### config.mk
export PLATFORM = sky130hd
export DESIGN_NAME = alu_op_encoder
export DESIGN_NICKNAME = d
export VERILOG_FILES = /design/src/rtl/alu_op_encoder.sv
export SDC_FILE = /design/constraint.sdc
export NUM_CORES = 1
export LEC_CHECK = 0
export CAP_MARGIN = 15
export CORE_MARGIN = 10
export CORE_UTILIZATION = 35
export CTS_BUF_LIST = sky130_fd_sc_hd__clkbuf_2
export CTS_CLUSTER_SIZE = 14
export DETAILED_ROUTE_END_ITERATION = 6
export HOLD_SLACK_MARGIN = 0.06
export SLEW_MARGIN = 5
export SYNTH_ARGS = -nofsm -noshare
export SYNTH_HDL_FRONTEND = slang
export SYNTH_SLANG_ARGS = --single-unit
### constraint.sdc
create_clock -name clk -period 2.3 [get_ports clk]
set_input_delay 0.46 -clock clk [delete_from_list [all_inputs] [get_ports clk]]
set_output_delay 0.46 -clock clk [all_outputs]
set_load 0.02 [all_outputs]
### src/rtl/alu_op_encoder.sv
// Inverse of the opcode-to-select decoder: turns 12-bit one-hot ALU selects into 4-bit opcodes,
// queued in a small FIFO. Define ALU_OP_ENC_PRIORITY_EN to encode multi-hot words by lowest set bit.
module alu_op_encoder #(
  parameter int DEPTH = 4,
  parameter int ERRW  = 8
) (
  input  logic                     clk,
  input  logic                     reset_n,
  input  logic                     sel_valid,
  input  logic [11:0]              sel,
  output logic                     sel_ready,
  output logic                     op_valid,
  output logic [3:0]               op,
  input  logic                     op_ready,
  output logic                     err,
  output logic [ERRW-1:0]          err_count,
  output logic [$clog2(DEPTH):0]   level
);

  localparam int AW = $clog2(DEPTH);
  localparam int LW = AW + 1;

  logic [3:0]    mem [DEPTH];
  logic [AW-1:0] wr_ptr;
  logic [AW-1:0] rd_ptr;
  logic [3:0]    last_op;
  logic [3:0]    enc_op;
  logic [3:0]    hot_cnt;
  logic          well_formed;
  logic          in_xfer;
  logic          push;
  logic          pop;

  function automatic logic [3:0] bit_to_op(input int idx);
    logic [3:0] code;
    case (idx)
      0:       code = 4'b0000;
      1:       code = 4'b0001;
      2:       code = 4'b0010;
      3:       code = 4'b0011;
      4:       code = 4'b0100;
      5:       code = 4'b0101;
      6:       code = 4'b0110;
      7:       code = 4'b1000;
      8:       code = 4'b1001;
      9:       code = 4'b1010;
      10:      code = 4'b1011;
      default: code = 4'b1111;
    endcase
    return code;
  endfunction

  // Scanning from the top down leaves the lowest set bit's opcode in enc_op.
  always_comb begin
    enc_op  = 4'b0000;
    hot_cnt = 4'd0;
    for (int i = 11; i >= 0; i--) begin
      if (sel[i]) begin
        enc_op  = bit_to_op(i);
        hot_cnt = hot_cnt + 4'd1;
      end
    end
`ifdef ALU_OP_ENC_PRIORITY_EN
    well_formed = (hot_cnt != 4'd0);
`else
    well_formed = (hot_cnt == 4'd1);
`endif
  end

  assign sel_ready = (level != LW'(DEPTH));
  assign op_valid  = (level != '0);
  assign in_xfer   = sel_valid && sel_ready;
  assign push      = in_xfer && well_formed;
  assign pop       = op_valid && op_ready;
  assign op        = op_valid ? mem[rd_ptr] : last_op;

  always_ff @(posedge clk) begin
    if (push) begin
      mem[wr_ptr] <= enc_op;
    end
  end

  always_ff @(posedge clk or negedge reset_n) begin
    if (!reset_n) begin
      wr_ptr    <= '0;
      rd_ptr    <= '0;
      level     <= '0;
      last_op   <= 4'b0000;
      err       <= 1'b0;
      err_count <= '0;
    end else begin
      if (push) begin
        wr_ptr <= wr_ptr + AW'(1);
      end
      if (pop) begin
        rd_ptr  <= rd_ptr + AW'(1);
        last_op <= mem[rd_ptr];
      end
      level <= level + LW'(push) - LW'(pop);
      err   <= in_xfer && !well_formed;
      // Rejected words still complete the handshake; the counter sticks at all-ones.
      if (in_xfer && !well_formed && (err_count != '1)) begin
        err_count <= err_count + ERRW'(1);
      end
    end
  end

endmodule

==> results.json <==
{
  "grt_pass1_wl_um": 11300,
  "finalHoldViolCount": 0,
  "grt_max_degree": 21,
  "synth_seq_cells": 36,
  "leakagePower_nw": 1.94,
  "firstDrtPassIters": 4,
  "p_seq_share_pct": 20.6,
  "cpMostUsedCell": "ha_4",
  "cp_slowest_cell": "fa_2",
  "fin_ws_ns": -5.12,
  "grt.overflow.total": 0,
  "netlist_instances": 266,
  "timing.hold.ws_ns": 0.363,
  "drv_slew": 0,
  "hp-class": "input port to asynchronous set/reset pin",
  "stdcell_area_mm2": 0.00438,
  "violations": "negative setup slack",
  "fp.dieH_um": 109,
  "drt_iter0_markers": 61,
  "p_clk_share_pct": 6.1,
  "crit_type": "input port to flip-flop",
  "yosys_warnings": 0,
  "clockBufferDepth": 2,
  "fillers": 677,
  "internal-power_mw": 3.03,
  "antenna_found_initial": 0,
  "ys_seq_area_share_pct": 35.7,
  "synth-main-ff-cell": "dfrtp_1",
  "start_util_pct": 35.8,
  "synth_edf_count": 16,
  "remaining_drc_errors": 0,
  "ys_types": 53,
  "cts_sinks": 36,
  "synth_nets": 303,
  "layout-drive-gt1-share_pct": 46.2,
  "design.portCount": 34,
  "drt-wirelength-per-cell_um": 13.3,
  "clk_pin_slew_ns": 0.21,
  "combinationalPowerShare_pct": 73.3,
  "die-width_um": 109,
  "crit_path_max_incr_delay_ns": 0.50,
  "final_cells": 513,
  "grt_usage_pct": 11.6,
  "postRouteAntennaNets": 0,
  "fin_tns_setup_ns": -139.54,
  "floorplan.die_area_mm2": 0.0118,
  "critical_path_required_ns": 2.62,
  "peakVddDrop_uv": 510,
  "core_mm2": 0.00769,
  "async_flop_share_pct": 55.6,
  "power_mw": 4.95,
  "finalSetupViolCount": 34,
  "fin_worst_skew_ns": 0.0348,
  "worstPathArrival_ns": 7.74,
  "cts_buffers": 5,
  "rows": 32,
  "insertion_delay_ns": 0.40,
  "dpl.cell_count": 460,
  "cts_tree": "built",
  "area_growth_syn_to_layout_pct": 59.3,
  "syn_avg_cell_area_um2": 10.3,
  "port_buffers": 33,
  "vias": 2411,
  "status": "complete, but fails checks",
  "drv_cap": 0,
  "cts_hold_buf": 0,
  "first_global_vias": 2529,
  "maxSlewHeadroom_pct": 74.1,
  "vias_per_cell": 4.70,
  "worst-path-max-fanout": 3,
  "crit_path_end_kind": "flip-flop",
  "cp-start-kind": "input port",
  "gp_congestion": 0.837,
  "place_area_mm2": 0.00382,
  "min_period_over_period_pct": 322,
  "p_per_area_mw_per_mm2": 1130,
  "tightest_slew_ns": 0.379,
  "drt_wl_total_um": 6840,
  "cts_root_buf": "clkbuf_2",
  "htree_levels": 2,
  "rsz0062_at_grt": "true",
  "syn_area_mm2": 0.00275,
  "power.net_switching_mw": 1.93,
  "diodes": 0,
  "finalCriticalPeriod_ns": 7.42,
  "clock.fmax_mhz": 135,
  "p_sw_share_pct": 38.9,
  "hpwlAfterDp_um": 4920,
  "nNetsFinal": 447
}
per-layer routing:
metal	up-vias	track usage [%]	part of all wire, %
met2	38	20.9	51
li1	1219	-	-
met5	-	0	0
met4	0	3.77	2.6
met1	1139	13.7	43
met3	15	2.01	3.2
cells in the mapped netlist, types with 5 or more instances:
cell type,n,area (um^2)
and2_1,5,31.3
clkbuf_1,6,22.5
dfrtp_1,20,500
edfxtp_1,16,480
ha_1,20,250
inv_1,22,82.6
mux2_2,10,113
nand2_1,29,109
nand3_1,11,55.1
nor2_1,17,63.8
nor3_1,6,30.0
o21ai_0,5,25.0
xnor2_1,17,149
xor2_1,10,87.6
worst max-delay path, delay by kind of cell:
kind | cells | cell delay, ns
compound gates | 9 | 1.71
xor+xnor | 1 | 0.16
fa+ha+maj | 13 | 3.36
buf+inv | 7 | 0.53
mux | 4 | 0.88
simple gates | 7 | 0.66
metrics by stage:
stage               util [%]  setup WS [ns]
floorplan                  -          -5.52
global placement        49.7          -5.97
detailed placement      49.7          -6.11
CTS                     55.5          -5.13
global route            57.0          -5.35
finish                  57.0          -5.12
timing repair:
item                       4_1_cts  5_1_grt
pin swaps                       22        7
setup buffers                   42        6
resized for setup               60       22
setup endpoints to repair       35       35
hold endpoints to repair         0        0
cell type report:
class                   instances  area, um^2  area share [%]
multi-input cells             197        1910            43.6
repair buffers                148        1220            27.9
well taps                     102         128            2.91
clock buffers                   5        25.0           0.571
flip-flops and latches         36         982            22.4
inverters                      22        91.3            2.08
clock inverters                 3        21.3           0.485
cells by family after synthesis:
| family | synth area share [%] |
|---|---|
| buffers and inverters | 4.64 |
| AOI/OAI and AO/OA | 9.64 |
| DFF | 35.7 |
| xor gates and xnor gates | 15.1 |
| muxes | 9.91 |
| adders and majority gates | 9.82 |
| and+or+nand+nor | 15.2 |
power by group through the flow:
stage               logic (mW)  clock network, mW  registers (mW)
floorplan                 1.77                  0            1.12
global placement          2.88                  0            1.04
detailed placement        2.95                  0            1.05
CTS                       3.45              0.314            1.02
global route              3.95              0.341            1.05
finish                    3.63              0.302            1.02
flip-flops by register name (all words and copies together), names as in the netlist:
signal and count:
last_op 4, err 1, rd_ptr 2, wr_ptr 2, mem 16, err_count 8, level 3
final timing paths:
kind | from | endpoint | slack, ns | cells after the start
worst max register to register | level[2] | level[1] | 0.11 | 6
min in group clk | last_op[2] | last_op[2] | 0.53 | 1
max in group asynchronous | reset_n | err_count[4] | 1.68 | 2
worst min register to register | last_op[2] | last_op[2] | 0.53 | 1
worst min-delay path | reset_n | wr_ptr[0] | 0.36 | 2
worst max-delay path | sel[10] | level[1] | -5.12 | 41
cells in the final DEF, fill, tap and decap left out, types with 5 or more instances in the layout:
cell type          n
nand3_1           11
nand2_1           25
edfxtp_1          16
mux2_4             8
inv_1             16
ha_4              12
buf_4            108
xnor2_1           17
xor2_1            10
nor2_1            17
dfrtp_1           19
nor3_1             6
clkdlybuf4s50_1   24
ha_1               8
buf_6             11
clkbuf_2           5
No activity file was read; power rests on OpenSTA's default activity.
